--- config.mk ---
export PLATFORM = sky130hd
export DESIGN_NAME = ex_div_ctrl
export DESIGN_NICKNAME = d
export VERILOG_FILES = /design/src/rtl/ex_div_ctrl.sv
export SDC_FILE = /design/constraint.sdc
export NUM_CORES = 1
export LEC_CHECK = 0
export CAP_MARGIN = 20
export CORE_MARGIN = 4
export CORE_UTILIZATION = 24
export DETAILED_ROUTE_END_ITERATION = 10
export PLACE_DENSITY = 0.44
export SLEW_MARGIN = 20
export SYNTH_ARGS = -nofsm -noshare
export SYNTH_HDL_FRONTEND = slang
export SYNTH_SLANG_ARGS = --single-unit
--- constraint.sdc ---
create_clock -name clk -period 4.95 [get_ports clk]
set_input_delay 0.99 -clock clk [delete_from_list [all_inputs] [get_ports clk]]
set_output_delay 0.99 -clock clk [all_outputs]
set_load 0.01 [all_outputs]
--- src/rtl/ex_div_ctrl.sv ---
// ex_div_ctrl: sequencer for the EX-stage iterative divide (DIV/DIVU).
// Radix-2 restoring divide, one quotient bit per cycle, result {remainder, quotient}.
// Optional build macro DIV_EARLY_OUT_EN: when |dividend| < |divisor| the divide
// finishes two edges after the request instead of running all DATA_W iterations.
module ex_div_ctrl #(
    parameter int unsigned DATA_W = 32,
    parameter int unsigned CNT_W  = 6
) (
    input  logic                clk,
    input  logic                rst,
    input  logic                start_i,
    input  logic                annul_i,
    input  logic                signed_div_i,
    input  logic [DATA_W-1:0]   opdata1_i,
    input  logic [DATA_W-1:0]   opdata2_i,
    output logic [2*DATA_W-1:0] result_o,
    output logic                ready_o,
    output logic                stallreq_o
);

    typedef enum logic [1:0] {
        ST_FREE   = 2'd0,
        ST_BYZERO = 2'd1,
        ST_ON     = 2'd2,
        ST_END    = 2'd3
    } state_t;

    state_t              state;
    logic [CNT_W-1:0]    cnt;
    logic [DATA_W-1:0]   dividend;   // |dividend| shifted out, quotient bits shifted in
    logic [DATA_W-1:0]   divisor;    // |divisor|
    logic [DATA_W-1:0]   rem;        // partial remainder, always < divisor
    logic                neg_quot;
    logic                neg_rem;

    logic                op1_neg;
    logic                op2_neg;
    logic [DATA_W-1:0]   op1_abs;
    logic [DATA_W-1:0]   op2_abs;
    logic                early_out;

    logic [DATA_W:0]     partial;
    logic [DATA_W:0]     diff;
    logic                ge;
    logic [DATA_W-1:0]   rem_next;
    logic [DATA_W-1:0]   quot_next;

    // Conditional two's-complement negation of remainder and quotient.
    function automatic logic [2*DATA_W-1:0] sign_fix(
        input logic [DATA_W-1:0] r,
        input logic [DATA_W-1:0] q,
        input logic              nr,
        input logic              nq
    );
        logic [DATA_W-1:0] rf;
        logic [DATA_W-1:0] qf;
        rf = nr ? ('0 - r) : r;
        qf = nq ? ('0 - q) : q;
        return {rf, qf};
    endfunction

    assign stallreq_o = start_i & ~ready_o & ~annul_i;

    // Operand magnitudes and sign flags for the request currently on the inputs.
    always_comb begin
        op1_neg = signed_div_i & opdata1_i[DATA_W-1];
        op2_neg = signed_div_i & opdata2_i[DATA_W-1];
        op1_abs = op1_neg ? ('0 - opdata1_i) : opdata1_i;
        op2_abs = op2_neg ? ('0 - opdata2_i) : opdata2_i;
    end

`ifdef DIV_EARLY_OUT_EN
    assign early_out = (op1_abs < op2_abs);
`else
    assign early_out = 1'b0;
`endif

    // One restoring step: shift in the next dividend bit, subtract if it fits.
    // Since rem < divisor, the top bit of diff is the borrow of the trial subtract.
    always_comb begin
        partial   = {rem, dividend[DATA_W-1]};
        diff      = partial - {1'b0, divisor};
        ge        = ~diff[DATA_W];
        rem_next  = ge ? diff[DATA_W-1:0] : partial[DATA_W-1:0];
        quot_next = {dividend[DATA_W-2:0], ge};
    end

    // Divide sequencer with registered ready/result.
    always_ff @(posedge clk or negedge rst) begin
        if (!rst) begin
            state    <= ST_FREE;
            cnt      <= '0;
            dividend <= '0;
            divisor  <= '0;
            rem      <= '0;
            neg_quot <= 1'b0;
            neg_rem  <= 1'b0;
            result_o <= '0;
            ready_o  <= 1'b0;
        end else begin
            case (state)
                ST_FREE: begin
                    ready_o  <= 1'b0;
                    result_o <= '0;
                    if (start_i && !annul_i) begin
                        cnt <= '0;
                        if (opdata2_i == '0) begin
                            // Divide by zero: zero operands so the result is 0.
                            state    <= ST_BYZERO;
                            dividend <= '0;
                            divisor  <= '0;
                            rem      <= '0;
                            neg_quot <= 1'b0;
                            neg_rem  <= 1'b0;
                        end else if (early_out) begin
                            // Early-out shares the one-cycle BYZERO path: quotient 0,
                            // remainder |dividend|, sign fix restores the original dividend.
                            state    <= ST_BYZERO;
                            dividend <= '0;
                            divisor  <= op2_abs;
                            rem      <= op1_abs;
                            neg_quot <= op1_neg ^ op2_neg;
                            neg_rem  <= op1_neg;
                        end else begin
                            state    <= ST_ON;
                            dividend <= op1_abs;
                            divisor  <= op2_abs;
                            rem      <= '0;
                            neg_quot <= op1_neg ^ op2_neg;
                            neg_rem  <= op1_neg;
                        end
                    end
                end

                ST_BYZERO: begin
                    if (annul_i || !start_i) begin
                        state <= ST_FREE;
                        cnt   <= '0;
                    end else begin
                        state    <= ST_END;
                        ready_o  <= 1'b1;
                        result_o <= sign_fix(rem, dividend, neg_rem, neg_quot);
                    end
                end

                ST_ON: begin
                    if (annul_i || !start_i) begin
                        state <= ST_FREE;
                        cnt   <= '0;
                    end else begin
                        rem      <= rem_next;
                        dividend <= quot_next;
                        cnt      <= cnt + 1'b1;
                        // The last iteration and the sign fix land on the same edge.
                        if (cnt == CNT_W'(DATA_W - 1)) begin
                            state    <= ST_END;
                            ready_o  <= 1'b1;
                            result_o <= sign_fix(rem_next, quot_next, neg_rem, neg_quot);
                        end
                    end
                end

                ST_END: begin
                    if (!start_i || annul_i) begin
                        state    <= ST_FREE;
                        cnt      <= '0;
                        ready_o  <= 1'b0;
                        result_o <= '0;
                    end
                end

                default: begin
                    state    <= ST_FREE;
                    ready_o  <= 1'b0;
                    result_o <= '0;
                end
            endcase
        end
    end

endmodule

==> flow_summary.ini <==
[run_status]
run_status = finished, final reports clean

[power]
power_frac_comb_pct = 67.2
internal_power_mw = 5.765
p_sw_share_pct = 52.13
cellLeakagePower_nw = 6.295
pwr-share-seq_pct = 21.8
net-switching-power_mw = 6.278
p_clk_share_pct = 11.0
peakVddDrop_mv = 0.4969
power_density_mw_per_mm2 = 757.4

[synthesis]
post-synth-top-area-cell = dfrtp_1
synth_simple_gate_area_share_pct = 17.84
post_synth_fa_ha_maj_area_fraction_pct = 4.204
predominant_post_synthesis_flop_cell = dfrtp_1
synth-seq-cells = 171
synth_cell_type_count = 67
synthesis.instances = 1697
synth.mux.area_fraction_pct = 2.357
ys_async_sr_fraction_pct = 100.0
synth_top_family_by_area = compound AO/OA/AOI/OAI gates
syn-cell-area_mm2 = 0.01327
synth_xor_xnor_area_share_pct = 13.66
synth_top_cells_by_area = dfrtp_1 32%, o21ai_0 9.6%, xnor2_1 9.2%
yosys_warnings = 0
synth_seq_area_share_pct = 32.24
compound_cell_area_share_of_the_yosys_netlist_pct = 24.48
synth_nets = 1810
yosys.area.top_type_share_pct = 32.24
synth_edf_count = 0
post_synth.cell_area_avg_um2 = 7.821

[sta]
finalWorstPathRequiredPeriod_ns = 4.281
achievable-frequency_mhz = 233.6
grt_setup_unrepaired = no
worst-slew-pin-transition_ns = 0.8506
fin_skew_ns = 0.01816
finalSetupViolCount = 0
final.period_utilization_pct = 86.48
timing_max_transition_violations_final = 0
slew-limit-headroom_pct = 43.29
hold_viol = 0
setup_total_negative_slack_ns = 0

[placement]
hpwlAfterDp_mm = 34.86
portBuffers = 134
placed_cells = 2441
globalplace.congestion = 0.8682

[job]
maxCapViolations = 0

[clock_tree]
cts_repair_resize_count = 0
clk_pin_slew_ns = 0.07
cts_root_buffer = clkbuf_16
clockBufferDepth = 2
cts_sinks = 171
cts_setup_buffers = 0
hold_buffers = 0
insertion_delay_ns = 0.50
tritoncts_clock_tree = yes
cts_inserted_buffers = 17
cts-htree-levels = 4

[layout]
antenna-diode-count = 0
finish.cell_count_without_fillers = 2473
final_layout_size_suffix_gt1_share_pct = 5.008
area_growth_pct = 19.80
post_layout_utilization_of_the_core_pct = 29.31
finalNetCount = 1877

[floorplan]
placementRows = 85
die_width_um = 243.2
die-area_mm2 = 0.05913
core_region_area_mm2 = 0.05424
chipHeight_um = 243.2
initial_utilization_pct = 24.47
ios = 135

[setup_path]
cp_max_fo = 7
reg2reg_slack_ns = 0.67
cp.required_ns = 5.30
critPathArrivalTime_ns = 4.64
end_kind = flip-flop
setup.worst_path.start_class = flip-flop
timing_worst_setup_path_type = flip-flop to flip-flop

[route]
routed_wirelength_mm = 46.06
drt_iter0_markers = 835
post_drt_via_cell_ratio = 5.035
routed-via-count = 12450
drtPass1Iterations = 5
drt_drc_violations_left = 0
average_wire_per_cell_in_the_routed_design_um = 18.62
drt.antenna.violating_nets = 0

[global_route]
grt_first_pass_wirelength_mm = 72.33
grt_use_total_pct = 15.49
grt_start_max_net_pins = 73
initial_antenna_violation_count = 0
grt_pass1_vias = 12160
grt.overflow.total = 0

[min_path]
min_path_type = flip-flop to flip-flop
-- state kept, by name (all words and copies together) (netlist names) --
signal / cells
result_o: 64
dividend: 32
rem: 32
ready_o: 1
state: 2
neg_rem: 1
neg_quot: 1
divisor: 32
cnt: 6
-- cells in the final DEF, fill, tap and decap left out, types with 14 or more instances in the layout --
| cell | synthesis | routed |
|---|---|---|
| a21oi_1 | 107 | 106 |
| a22oi_1 | 57 | 57 |
| buf_4 | 1 | 27 |
| clkbuf_16 | 0 | 17 |
| clkdlybuf4s50_1 | 0 | 133 |
| dfrtp_1 | 171 | 171 |
| ha_1 | 43 | 42 |
| inv_1 | 63 | 63 |
| mux2i_1 | 29 | 29 |
| nand2_1 | 245 | 244 |
| nand3_1 | 20 | 20 |
| nor2_1 | 102 | 102 |
| nor3_1 | 32 | 31 |
| o21ai_0 | 254 | 254 |
| o31ai_1 | 30 | 30 |
| o41ai_1 | 14 | 14 |
| or3_1 | 20 | 20 |
| or4_1 | 14 | 14 |
| xnor2_1 | 140 | 139 |
| xor2_1 | 67 | 67 |
-- per-stage QoR --
step	total power [mW]	hold WS, ns	setup WS [ns]	instance area [um2]
after CTS	12.16	0.4874	0.6815	15900
after detailed placement	10.78	0.4720	0.3871	15360
final	12.04	0.4786	0.6694	15900
after global routing	13.15	0.5118	0.3584	15900
after global placement	10.72	0.4646	0.4119	15360
after floorplan	8.239	0.4480	0.6744	13270
-- worst max-delay path, cell delays in order (launching register included) --
cell and delay, ns:
dfrtp_1 0.46, inv_1 0.17, fa_1 0.44, nand2b_1 0.18, a21oi_1 0.30, o21ai_1 0.22
o31ai_2 0.34, a31oi_1 0.24, xnor2_2 0.22, inv_2 0.12, ha_1 0.18, nand2_1 0.15
o21ai_0 0.33, buf_4 0.19, nand2_1 0.06, xor2_1 0.16, a22oi_1 0.27, o21ai_0 0.11
-- layout make-up --
| cell class | instances | area, um2 |
|---|---|---|
| Sequential cell | 171 | 4279 |
| Clock buffer | 19 | 452.9 |
| Tap cell | 696 | 870.8 |
| Fill cell | 5960 | 38340 |
| Inverter | 64 | 240.2 |
| Clock inverter | 13 | 91.34 |
| Timing Repair Buffer | 165 | 1625 |
| Multi-Input combinational cell | 1345 | 8341 |
-- cell families after synthesis --
kind of cell             count (synthesis)
AO/OA/AOI/OAI                          546
AND/OR/NAND/NOR                        517
multiplexers                            31
buffers and inverters                  181
XOR/XNOR                               207
adder cells (fa/ha/maj)                 44
flip-flops                             171
-- power by group through the flow --
stage	registers (mW)	logic, mW	clock network (mW)
floorplan	2.29	5.94	0
global route	2.72	9.02	1.41
CTS	2.64	8.15	1.36
detailed placement	2.67	8.12	0
global placement	2.66	8.06	0
finish	2.63	8.09	1.32
-- cells in the mapped netlist, drive strengths merged (14+ instances only) --
library cell    n
ha             43
inv            64
a22oi          57
nand3          20
or3            25
buf            18
dfrtp         171
nor3           32
xnor2         140
or4            14
o41ai          14
o31ai          31
clkbuf         99
o21ai         259
xor2           67
nand2         245
nand2b         14
mux2i          29
nor2          102
a21oi         107
-- routing by layer --
layer / wire length, um / GRT usage (%) / vias up / share of wire, %
met5: 0 / 0 / - / 0
met4: 1158 / 4.770 / 0 / 2.5
met2: 21770 / 25.96 / 344 / 47
met1: 21140 / 20.28 / 5932 / 46
li1: - / - / 6119 / -
met3: 1990 / 2.869 / 57 / 4.3
-- path summary, 6_finish.rpt --
path,from,to,depth (start not counted)
max,rem[0]$_DFFE_PN0P_,result_o[24]$_DFFE_PN0P_,17
min in group asynchronous,rst,result_o[7]$_DFFE_PN0P_,1
min reg2reg,divisor[20]$_DFFE_PN0P_,divisor[20]$_DFFE_PN0P_,2
min,divisor[20]$_DFFE_PN0P_,divisor[20]$_DFFE_PN0P_,2
max in group asynchronous,rst,divisor[28]$_DFFE_PN0P_,2
max reg2reg,rem[0]$_DFFE_PN0P_,result_o[24]$_DFFE_PN0P_,17
(Power assumes the default switching activity.)
